`src/rtl/load_store_unit.sv`:
```
// load_store_unit: RV32I load/store sequencer onto a single-port synchronous SRAM, with byte/half read-modify-write.
module load_store_unit #(
  parameter int ADDR_W = 10
) (
  input  logic              clk,
  input  logic              rst,
  input  logic              req_valid,
  output logic              req_ready,
  input  logic              memread,
  input  logic              memwrite,
  input  logic [2:0]        funct3,
  input  logic [31:0]       addr,
  input  logic [31:0]       wdata,
  output logic              resp_valid,
  output logic [31:0]       rdata,
  output logic              misaligned,
  output logic              sram_en,
  output logic              sram_we,
  output logic [ADDR_W-1:0] sram_addr,
  output logic [31:0]       sram_wdata,
  input  logic [31:0]       sram_rdata
);
  typedef enum logic [2:0] {IDLE, RD, CAP, WR, RMW_RD, RMW_WR, RESP} state_t;
  state_t state_q, state_d;
  logic [ADDR_W+1:0] addr_q;
  logic [ADDR_W-1:0] addr_last_q;
  logic [2:0]        f3_q;
  logic [31:0]       wdata_q, wdata_last_q, rdata_q;
  logic              err_q;
  logic              accept, err, acc_st;
  logic [31:0]       sh_rd, fmt, mask, merged;
  logic [15:0]       half_v;
  logic [4:0]        lane_sh;
  logic              unused_addr;
  assign unused_addr = ^addr[31:ADDR_W+2];
  assign req_ready = (state_q == IDLE) & ~rst;
  assign accept = req_valid & req_ready;
  assign err = (memwrite | memread) &
               ((memwrite ? (funct3 > 3'b010) : (funct3 == 3'b011 || funct3[2:1] == 2'b11)) |
                (funct3[1:0] == 2'b01 & addr[0]) | (funct3[1:0] == 2'b10 & |addr[1:0]));
  assign lane_sh = {addr_q[1:0], 3'b000};
  assign sh_rd = sram_rdata >> lane_sh;
  assign half_v = addr_q[1] ? sram_rdata[31:16] : sram_rdata[15:0];
  assign fmt = f3_q == 3'b000 ? {{24{sh_rd[7]}}, sh_rd[7:0]} :
               f3_q == 3'b001 ? {{16{half_v[15]}}, half_v} :
               f3_q == 3'b100 ? {24'b0, sh_rd[7:0]} :
               f3_q == 3'b101 ? {16'b0, half_v} : sram_rdata;
  // Halfword stores are aligned by this point, so the byte-lane shift also places the half lane.
  assign mask = f3_q[0] ? 32'h0000_FFFF : 32'h0000_00FF;
  assign merged = (sram_rdata & ~(mask << lane_sh)) | ((wdata_q & mask) << lane_sh);
  assign acc_st = state_q inside {RD, WR, RMW_RD, RMW_WR};
  assign sram_en = acc_st & ~rst;
  assign sram_we = (state_q == WR || state_q == RMW_WR) & ~rst;
  assign sram_addr = acc_st ? addr_q[ADDR_W+1:2] : addr_last_q;
  assign sram_wdata = state_q == WR ? wdata_q : state_q == RMW_WR ? merged : wdata_last_q;
  assign resp_valid = state_q == RESP;
  assign misaligned = (state_q == RESP) & err_q;
  assign rdata = rdata_q;
  always_comb begin
    state_d = state_q;
    case (state_q)
      IDLE:    state_d = !accept ? IDLE :
                         (err || !(memwrite || memread)) ? RESP :
                         !memwrite ? RD : funct3 == 3'b010 ? WR : RMW_RD;
      RD:      state_d = CAP;
      CAP:     state_d = RESP;
      WR:      state_d = RESP;
      RMW_RD:  state_d = RMW_WR;
      RMW_WR:  state_d = RESP;
      default: state_d = IDLE;
    endcase
  end
  always_ff @(posedge clk) begin
    if (rst) begin
      state_q      <= IDLE;
      rdata_q      <= '0;
      err_q        <= 1'b0;
      addr_last_q  <= '0;
      wdata_last_q <= '0;
      addr_q       <= '0;
      f3_q         <= '0;
      wdata_q      <= '0;
    end else begin
      state_q      <= state_d;
      addr_last_q  <= sram_addr;
      wdata_last_q <= sram_wdata;
      if (accept) begin
        addr_q  <= addr[ADDR_W+1:0];
        f3_q    <= funct3;
        wdata_q <= wdata;
        err_q   <= err;
      end
      if (accept && err) rdata_q <= '0;
      else if (state_q == CAP) rdata_q <= fmt;
    end
  end
endmodule

```
`config.mk`:
```
export PLATFORM = sky130hd
export DESIGN_NAME = load_store_unit
export DESIGN_NICKNAME = d
export VERILOG_FILES = /design/src/rtl/load_store_unit.sv
export SDC_FILE = /design/constraint.sdc
export NUM_CORES = 1
export LEC_CHECK = 0
export ABC_AREA = 1
export ABC_CLOCK_PERIOD_IN_PS = 1600
export BUFFER_PORTS_ARGS = -buffer_cell sky130_fd_sc_hd__clkbuf_2
export CELL_PAD_IN_SITES_DETAIL_PLACEMENT = 1
export CELL_PAD_IN_SITES_GLOBAL_PLACEMENT = 2
export CORE_MARGIN = 3
export CORE_UTILIZATION = 28
export CTS_CLUSTER_DIAMETER = 40
export CTS_CLUSTER_SIZE = 40
export DETAILED_ROUTE_END_ITERATION = 8
export PLACE_DENSITY_LB_ADDON = 0.15
export SLEW_MARGIN = 20
export SYNTH_ARGS = -nofsm -noshare
export SYNTH_HDL_FRONTEND = slang
export SYNTH_SLANG_ARGS = --single-unit
```
`constraint.sdc`:
```
create_clock -name clk -period 1.6 [get_ports clk]
set_input_delay 0.08 -clock clk [delete_from_list [all_inputs] [get_ports clk]]
set_output_delay 0.08 -clock clk [all_outputs]
set_load 0.005 [all_outputs]
```
==> flow_summary.yaml, run 1 <==
synth:
  synth_top_family_by_area: "compound AO/OA/AOI/OAI gates"
  yosysSeqAreaShare_pct: 39.6
  synthDistinctLibCells: 32
  ys_ff_latch: 125
  synthArstFlopShare_pct: 0
  synth_edf_count: 0
  netlist.area_leader.share_pct: 39.6
  syn-instance-count: 931
  synthAdderAreaFrac_pct: 0
  synthSimpleGateAreaFrac_pct: 23.2
  avgSynthCellArea_um2: 6.79
  synth_area_mm2: 0.00632
  yosysTopAreaCell: "dfxtp_1"
  synth-compound-area-share_pct: 24.5
  muxShareOfSynthArea_pct: 0
  synthTopCellsByCount: "155 x nand2_1, 130 x a21oi_1, 125 x dfxtp_1"
  yosysMostFrequentCell: "nand2_1"
  ys_top_cells_by_area: "dfxtp_1 40%, a21oi_1 10%, nand2_1 9.2%"
  syn_nets: 1035
  ys_warn_count: 0
  synthXorXnorAreaFrac_pct: 0
  ys.flop_type: "dfxtp_1"
sta:
  final.period_utilization_pct: 114
  drv_slew: 0
  final-hold-violation-count: 1
  min_period_ns: 1.83
  setup_viol: 43
  timing.fmax_ghz: 0.547
  worst_pin_slew_ns: 0.552
  grt_setup_unrepaired: "yes"
  clock_skew_ns: 0.0136
  setup_ws_ns: -0.228
  holdWs_ns: -0.00296
  slew_headroom_pct: 63.2
critical_path:
  rr_worst_depth: 9
  cp_slowest_stage_delay_ns: 0.43
  required_ns: 1.52
  worstSetupPathType: "register to output pin"
  crit_chain: "inv_6 > nand2_4 > buf_6 > o22ai_1 > o21ai_1 > buf_4 > nand2_1 > clkbuf_2"
  cp_top_family: "buffers and inverters"
  slowest_stage: "dfxtp_4"
  worstPathMaxFanout: 8
  critical_path_buf_inv_count: 4
  cp-end-kind: "output pin"
  timing.rr.end: "rdata[19]$_SDFFE_PP0N_"
  path_depth: 8
  r2r_slack_ns: 0.02
  cp-start-kind: "register"
  crit_arrival_ns: 1.75
  rr_startpoint: "state_q[2]$_SDFF_PP0_"
global_routing:
  grt_pass1_vias: 7370
  grt_use_total_pct: 21.5
  grt_overflow: 0
  grt_start_max_net_pins: 44
  antenna_found_initial: 0
  grt_pass1_wl_um: 41000
final_layout:
  diodes: 0
  filler_cell_count: 2754
  drive_gt1_share_pct: 33.7
  syn_to_final_growth_pct: 57.2
  final_nets: 1321
floorplan:
  fp.dieH_um: 156
  die_x_um: 156
  core_area_mm2: 0.0220
  start_util_pct: 28.7
  pin_count: 183
  dieArea_mm2: 0.0244
  fp-row-count: 54
drt:
  wl_per_cell_um: 17.5
  wirelength_um: 26500
  drt-initial-drc-count: 344
  vias: 7247
  drc: 0
  via_per_inst: 4.80
  drt_first_pass_iters: 5
  ant_nets: 0
power_and_ir_drop:
  peakVddDrop_mv: 0.472
  finalPower_uw: 11300
  leakagePower_uw: 0.00463
  p_per_area_mw_per_mm2: 1140
clock_network:
  ctsLongestPathBuffers: 2
  numCtsBuffers: 17
  cts.clk_slew.worst_paths_ns: 0.06
  clk-insertion-delay-late_ns: 0.43
  cts_tree: "yes"
  cts.sinks: 125
  cts-root-buf: "clkbuf_16"
  cts.htree.levels: 4
placed_design:
  dp_hpwl_um: 18300
  place.gp.congestion: 0.797
  io_buffers: 162
  dp_slack_ns: -0.0511
run_status:
  violations: "hold timing, setup timing"
  status: "complete, but fails checks"
min_path:
  whs_path_depth: 3
  hold_end: "wdata_last_q[13]$_SDFF_PP0_"
  hp-start: "sram_rdata[13]"
  min_path_type: "input port to register"
job:
  cap_violations: 0
## timing repair
item | CTS | global route
setup buffers | 35 | 10
setup endpoints to repair | 44 | 117
endpoints found under the hold margin | 43 | 0
pin swaps | 8 | 7
gates resized for setup | 160 | 53
hold buffers | 43 | 0
cloned | 5 | 3
## metal layers
metal  global-route usage, %  routed length, um  up-vias
met5                       0                  0        -
met4                    5.21                332        0
met3                    3.71               1230       16
met2                    35.4              12600      159
met1                    29.4              12300     3450
li1                        -                  -     3622
## flip-flops by register name, indices dropped and copies added (netlist names)
signal        cells
addr_last_q      10
addr_q           12
err_q             1
f3_q              3
rdata            32
state_q           3
wdata_last_q     32
wdata_q          32
## area by class of cell
type                       count  area (um^2)  area share, %
timing repair buffer         322         2550           25.7
clock buffer                  18          429           4.32
tap                          280          350           3.52
sequential                   125         2520           25.4
multi-input combinational    623         3420           34.4
clock inverter                14          160           1.61
inverter                     128          504           5.07
## how the worst max path moves through the flow
stage / from / to / slack [ns]
6_report: addr_q[0]$_SDFFE_PP0N_ / sram_wdata[22] / -0.23
5_1_grt: state_q[2]$_SDFF_PP0_ / sram_wdata[13] / -0.31
4_1_cts: addr_q[0]$_SDFFE_PP0N_ / sram_wdata[22] / -0.23
3_5_place_dp: addr_q[1]$_SDFFE_PP0N_ / sram_wdata[22] / -0.05
3_3_place_gp: addr_q[1]$_SDFFE_PP0N_ / sram_wdata[22] / -0.06
2_1_floorplan: state_q[0]$_SDFF_PP0_ / wdata_q[14]$_SDFFE_PP0N_ / 0.24
## placed cells by master (no fill, tap or decap), types with 3 or more instances in the layout
| cell | count |
|---|---|
| clkbuf_2 | 157 |
| nand2_1 | 133 |
| a21oi_1 | 122 |
| dfxtp_1 | 119 |
| inv_1 | 113 |
| buf_4 | 73 |
| nor2_1 | 72 |
| o21ai_1 | 51 |
| nand3_1 | 50 |
| o21ai_0 | 45 |
| dlygate4sd3_1 | 43 |
| buf_12 | 20 |
| o21ai_2 | 19 |
| clkbuf_16 | 19 |
| or2_1 | 16 |
| buf_6 | 16 |
| o22ai_1 | 15 |
| o211ai_1 | 14 |
| nand2_2 | 12 |
| nor3_1 | 12 |
| nand2_4 | 11 |
| o21ai_4 | 11 |
| inv_2 | 9 |
| inv_6 | 7 |
| a21oi_2 | 7 |
| nor2_4 | 6 |
| dfxtp_4 | 6 |
| buf_2 | 6 |
| or2_0 | 5 |
| nand3_4 | 4 |
| clkinvlp_4 | 4 |
| a21oi_4 | 4 |
| or2_2 | 4 |
| buf_16 | 4 |
| nand4_1 | 3 |
| clkinv_4 | 3 |
## cells by family after synthesis
group / count (synthesis)
AO/OA/AOI/OAI: 291
buffers and inverters: 183
flip-flops: 125
AND/OR/NAND/NOR: 332
## worst min-delay path, delay by kind of cell
kind	cells	cell delay (ns)
AOI/OAI and AO/OA	2	0.20
buffers and inverters	1	0.10
## through the flow
stage / hold WS (ns) / instance area, um^2 / std cells / setup TNS, ns / utilization (%)
floorplan: 0.215 / 6320 / 931 / 0 / -
global route: 0.0199 / 9940 / 1510 / -12.22 / 45.1
global placement: 0.305 / 7960 / 1394 / -0.0742 / 36.2
CTS: 0.000653 / 9780 / 1509 / -7.74 / 44.4
finish: -0.00296 / 9940 / 1510 / -7.43 / 45.1
detailed placement: 0.316 / 7960 / 1394 / -0.0848 / 36.2
## power breakdown
group	leakage [uW]	internal, uW	switching, uW
clock	0.000280	2330	1620
combinational	0.00332	1780	1970
sequential	0.00102	3460	195
Note: power is estimated with default switching activity, not from simulation.
==> run 2, diff against run 1 <==
CORE_MARGIN = unset   (was 3)
PLACE_DENSITY_LB_ADDON = 0.1   (was 0.15)
==> flow_summary.yaml, run 2 (synthesis results as in run 1) <==
critical_path:
  cp-start-kind: "register"
  cp_top_family: "buffers and inverters"
  cp-end-kind: "output pin"
  crit_arrival_ns: 1.82
  cp_slowest_stage_delay_ns: 0.36
  worstPathMaxFanout: 8
  crit_chain: "inv_2 > nand3_4 > buf_12 > clkinvlp_4 > clkbuf_16 > o211ai_1 > o211ai_2 > clkbuf_2"
  slowest_stage: "dfxtp_2"
  required_ns: 1.52
  worstSetupPathType: "register to output pin"
  critical_path_buf_inv_count: 5
drt:
  vias: 7488
  wl_per_cell_um: 18.6
  wirelength_um: 28800
  drc: 10
  drt-initial-drc-count: 319
  via_per_inst: 4.84
  drt_first_pass_iters: 7
  ant_nets: 0
clock_network:
  cts.clk_slew.worst_paths_ns: 0.06
  cts.htree.levels: 4
  cts_tree: "yes"
  ctsLongestPathBuffers: 2
  cts.sinks: 125
  cts-root-buf: "clkbuf_16"
  numCtsBuffers: 17
  clk-insertion-delay-late_ns: 0.42
global_routing:
  antenna_found_initial: 1
  grt_overflow: 0
  grt_pass1_wl_um: 42100
  grt_pass1_vias: 7617
  grt_start_max_net_pins: 34
  grt_use_total_pct: 23.5
power_and_ir_drop:
  intPower_uw: 8550
  pwr-share-seq_pct: 28.8
  swShare_pct: 32.8
  comb_power_share_pct: 36.4
  peakVddDrop_mv: 0.676
  p_per_area_mw_per_mm2: 1140
  leakagePower_uw: 0.00505
  switching_power_uw: 4170
  pwr-share-clk_pct: 34.8
sta:
  setup_ws_ns: -0.298
  holdWs_ns: -0.00377
  drv_slew: 0
  setup_viol: 87
  worst_pin_slew_ns: 0.602
  final.period_utilization_pct: 119
  final-hold-violation-count: 1
  slew_headroom_pct: 59.8
  grt_setup_unrepaired: "yes"
  timing.fmax_ghz: 0.527
  clock_skew_ns: 0.0123
  min_period_ns: 1.90
floorplan:
  dieArea_mm2: 0.0232
  fp-row-count: 54
  die_x_um: 152
  pin_count: 183
  core_area_mm2: 0.0220
  start_util_pct: 28.8
  fp.dieH_um: 152
min_path:
  min_path_type: "input port to register"
job:
  cap_violations: 0
final_layout:
  final_nets: 1358
  final_common_cell: "clkbuf_2"
  layout.cells.non_filler: 1548
  layout_common_cells: "148 x clkbuf_2, 119 x dfxtp_1, 116 x inv_1"
  finalCoreUtilization_pct: 50.9
  drive_gt1_share_pct: 43.7
  syn_to_final_growth_pct: 76.9
placed_design:
  io_buffers: 162
  dp_hpwl_um: 18200
  place.gp.congestion: 0.792
  dp_cells: 1391
run_status:
  violations: "DRC, hold timing, setup timing"
  status: "complete, but fails checks"
run 2: changes by cell type in the layout (fill, tap and decap cells not counted), sizes merged, moves of 2 or more:
cell / change
clkinvlp: -2
dlygate4sd3: +3
buf: +35
clkinv: -2
bufinv: +3
run 2: layer usage:
| metal | global-route usage [%] | wire length [um] | vias to the layer above |
|---|---|---|---|
| met5 | 0 | 0 | - |
| met4 | 6.22 | 257 | 0 |
| met3 | 3.36 | 996 | 18 |
| met2 | 40.8 | 14700 | 151 |
| met1 | 30.4 | 12800 | 3615 |
| li1 | - | - | 3704 |
run 2: worst paths after layout:
| kind | start | to | slack (ns) | cells after the start |
|---|---|---|---|---|
| worst max-delay path | state_q[1]$_SDFF_PP0_ | sram_wdata[7] | -0.30 | 8 |
| worst min-delay path | sram_rdata[13] | wdata_last_q[13]$_SDFF_PP0_ | -0.004 | 3 |
| worst max register to register | state_q[1]$_SDFF_PP0_ | wdata_last_q[18]$_SDFF_PP0_ | -0.15 | 14 |
| worst min register to register | wdata_q[17]$_SDFFE_PP0N_ | wdata_q[17]$_SDFFE_PP0N_ | 0.46 | 2 |
run 2: worst reg2reg max path, delay by kind of cell, from the launching register on:
family                 cells  cell delay (ns)
AO/OA/AOI/OAI              2             0.15
buffers and inverters      9             0.97
flip-flops                 1             0.34
AND/OR/NAND/NOR            3             0.21
run 2: area by class of cell:
cell class	count	area, um^2
timing repair buffer	359	3200
tap	280	350
inverter	128	507
clock inverter	14	230
sequential	125	2520
multi-input combinational	623	3950
antenna	1	2.50
fill	2592	10800
clock buffer	18	429
run 2: power by group through the flow:
| stage | logic [uW] | clock network, uW | registers, uW |
|---|---|---|---|
| 2_1_floorplan | 1490 | 0 | 3650 |
| 3_3_place_gp | 2650 | 0 | 3670 |
| 3_5_place_dp | 2670 | 0 | 3680 |
| 4_1_cts | 3840 | 4500 | 3640 |
| 5_1_grt | 4970 | 4650 | 3700 |
| 6_report | 4630 | 4430 | 3660 |
run 2: per-stage QoR:
stage	TNS [ns]	setup slack, ns	power (uW)	hold slack, ns	area, um^2
2_1_floorplan	0	0.239	5140	0.215	6320
6_report	-11.01	-0.298	12700	-0.00377	11200
5_1_grt	-18.08	-0.395	13300	0.0225	11200
3_5_place_dp	-0.0461	-0.0461	6350	0.311	7900
3_3_place_gp	-0.152	-0.102	6320	0.305	7900
4_1_cts	-10.25	-0.312	12000	0.00380	10100
run 2: repair_timing:
action                     CTS  global route
hold buffers                44             2
setup endpoints to repair   46           137
pin swaps                   11            62
hold endpoints to repair    44             2
cloned                      10             9
buffers inserted            51            32
resized for setup          183           220
==> run 3, diff against run 2 <==
==> constraint.sdc (replaced) <==
create_clock -name clk -period 1.6 [get_ports clk]
set_input_delay 0.32 -clock clk [delete_from_list [all_inputs] [get_ports clk]]
set_output_delay 0.32 -clock clk [all_outputs]
set_load 0.005 [all_outputs]
==> flow_summary.yaml, run 3 (synthesis results as in run 1) <==
critical_path:
  cp_slowest_stage_delay_ns: 0.44
  slowest_stage: "dfxtp_4"
  cp-end-kind: "output pin"
  cp_top_family: "buffers and inverters"
  cp-start-kind: "register"
  crit_chain: "nand3_2 > buf_6 > o22ai_1 > o21ai_1 > buf_4 > nand2_1 > clkbuf_2"
  critical_path_buf_inv_count: 3
  required_ns: 1.28
  rr_startpoint: "state_q[2]$_SDFF_PP0_"
  worstSetupPathType: "register to output pin"
  worstPathMaxFanout: 8
  crit_arrival_ns: 1.79
  critPathLaunch: "addr_q[0]$_SDFFE_PP0N_"
clock_network:
  cts_tree: "yes"
  clk-insertion-delay-late_ns: 0.42
  ctsHoldBuffers: 0
  cts-root-buf: "clkbuf_16"
  numCtsBuffers: 17
  cts.sinks: 125
  cts.clk_slew.worst_paths_ns: 0.06
  cts.htree.levels: 4
  ctsLongestPathBuffers: 2
job:
  cap_violations: 0
power_and_ir_drop:
  p_per_area_mw_per_mm2: 1040
  finalPower_uw: 12000
  leakagePower_uw: 0.00512
  peakVddDrop_mv: 0.656
sta:
  drv_slew: 0
  worst_pin_slew_ns: 0.489
  timing.fmax_ghz: 0.474
  holdWs_ns: 0.141
  tns_ns: -21.59
  final-hold-violation-count: 0
  min_period_ns: 2.11
  final.period_utilization_pct: 132
  grt_setup_unrepaired: "yes"
  setup_viol: 109
  setup_ws_ns: -0.511
  clock_skew_ns: 0.00736
  slew_headroom_pct: 67.3
drt:
  via_per_inst: 4.94
  drt-initial-drc-count: 313
  wl_per_cell_um: 19.7
  drc: 10
  drt_first_pass_iters: 7
  vias: 7626
  wirelength_um: 30400
  ant_nets: 0
floorplan:
  die_x_um: 152
  fp-row-count: 54
  dieArea_mm2: 0.0232
  core_area_mm2: 0.0220
  pin_count: 183
  start_util_pct: 28.8
  fp.dieH_um: 152
final_layout:
  syn_to_final_growth_pct: 81.9
  final_common_cell: "clkbuf_2"
  layout_common_cells: "154 x clkbuf_2, 119 x dfxtp_1, 109 x inv_1"
  drive_gt1_share_pct: 53.4
  diodes: 0
  final_nets: 1355
  finalCoreUtilization_pct: 52.4
placed_design:
  place.gp.congestion: 0.787
  dp_hpwl_um: 18600
  dp_slack_ns: -0.188
  io_buffers: 162
global_routing:
  antenna_found_initial: 0
  grt_pass1_wl_um: 44600
  grt_overflow: 0
  grt_start_max_net_pins: 34
  grt_use_total_pct: 25.2
  grt_pass1_vias: 7963
min_path:
  min_path_type: "input port to register"
  hp-start: "addr[8]"
run_status:
  status: "complete, but fails checks"
  violations: "DRC, setup timing"
run 3: changes by cell type in the layout (fill, tap and decap cells not counted), sizes merged:
cell	change
clkinv	+3
buf	+41
clkbuf	+4
dlygate4sd3	-46
clkinvlp	+2
inv	-3
diode	-1
bufinv	-4
run 3: where the power goes:
| part | switching (uW) | internal (uW) | total [uW] | leakage [uW] |
|---|---|---|---|---|
| combinational | 2420 | 2120 | 4540 | 0.00383 |
| sequential | 204 | 3460 | 3670 | 0.00102 |
| clock | 1590 | 2190 | 3780 | 0.000263 |
run 3: what timing repair did:
item,in CTS,in global routing
cloned,14,8
endpoints found under the setup margin,104,138
resized for setup,351,205
pin swaps,49,56
buffers inserted,67,33
run 3: layer usage:
| layer | track usage (%) | wire [um] | part of all wire, % | vias up |
|---|---|---|---|---|
| li1 | - | - | - | 3702 |
| met2 | 43.6 | 15200 | 50 | 182 |
| met1 | 31.3 | 13300 | 44 | 3699 |
| met4 | 9.04 | 868 | 2.9 | 0 |
| met3 | 4.18 | 1070 | 3.5 | 43 |
| met5 | 0 | 0 | 0 | - |
run 3: area by class of cell:
type	count	area, um^2
well taps	280	350
fillers	2617	10500
inverters	128	527
repair buffers	356	3160
multi-input cells	623	4380
clock inverters	12	114
clock buffers	20	447
flip-flops and latches	125	2520
run 3: per-stage QoR:
stage | instances | instance area [um^2]
CTS | 1536 | 10700
finish | 1544 | 11500
global placement | 1433 | 8230
global route | 1544 | 11500
floorplan | 931 | 6320
detailed placement | 1433 | 8230
run 3: final timing paths:
check,cells past startpoint,endpoint,slack (ns)
max,7,sram_wdata[22],-0.51
min,3,addr_q[8]$_SDFFE_PP0N_,0.14
max reg2reg,12,wdata_last_q[16]$_SDFF_PP0_,-0.13
min reg2reg,2,wdata_q[30]$_SDFFE_PP0N_,0.45
run 3: worst min-delay path: stages:
cell	delay (ns)
clkbuf_2	0.10
nor2_4	0.04
nor2_1	0.07
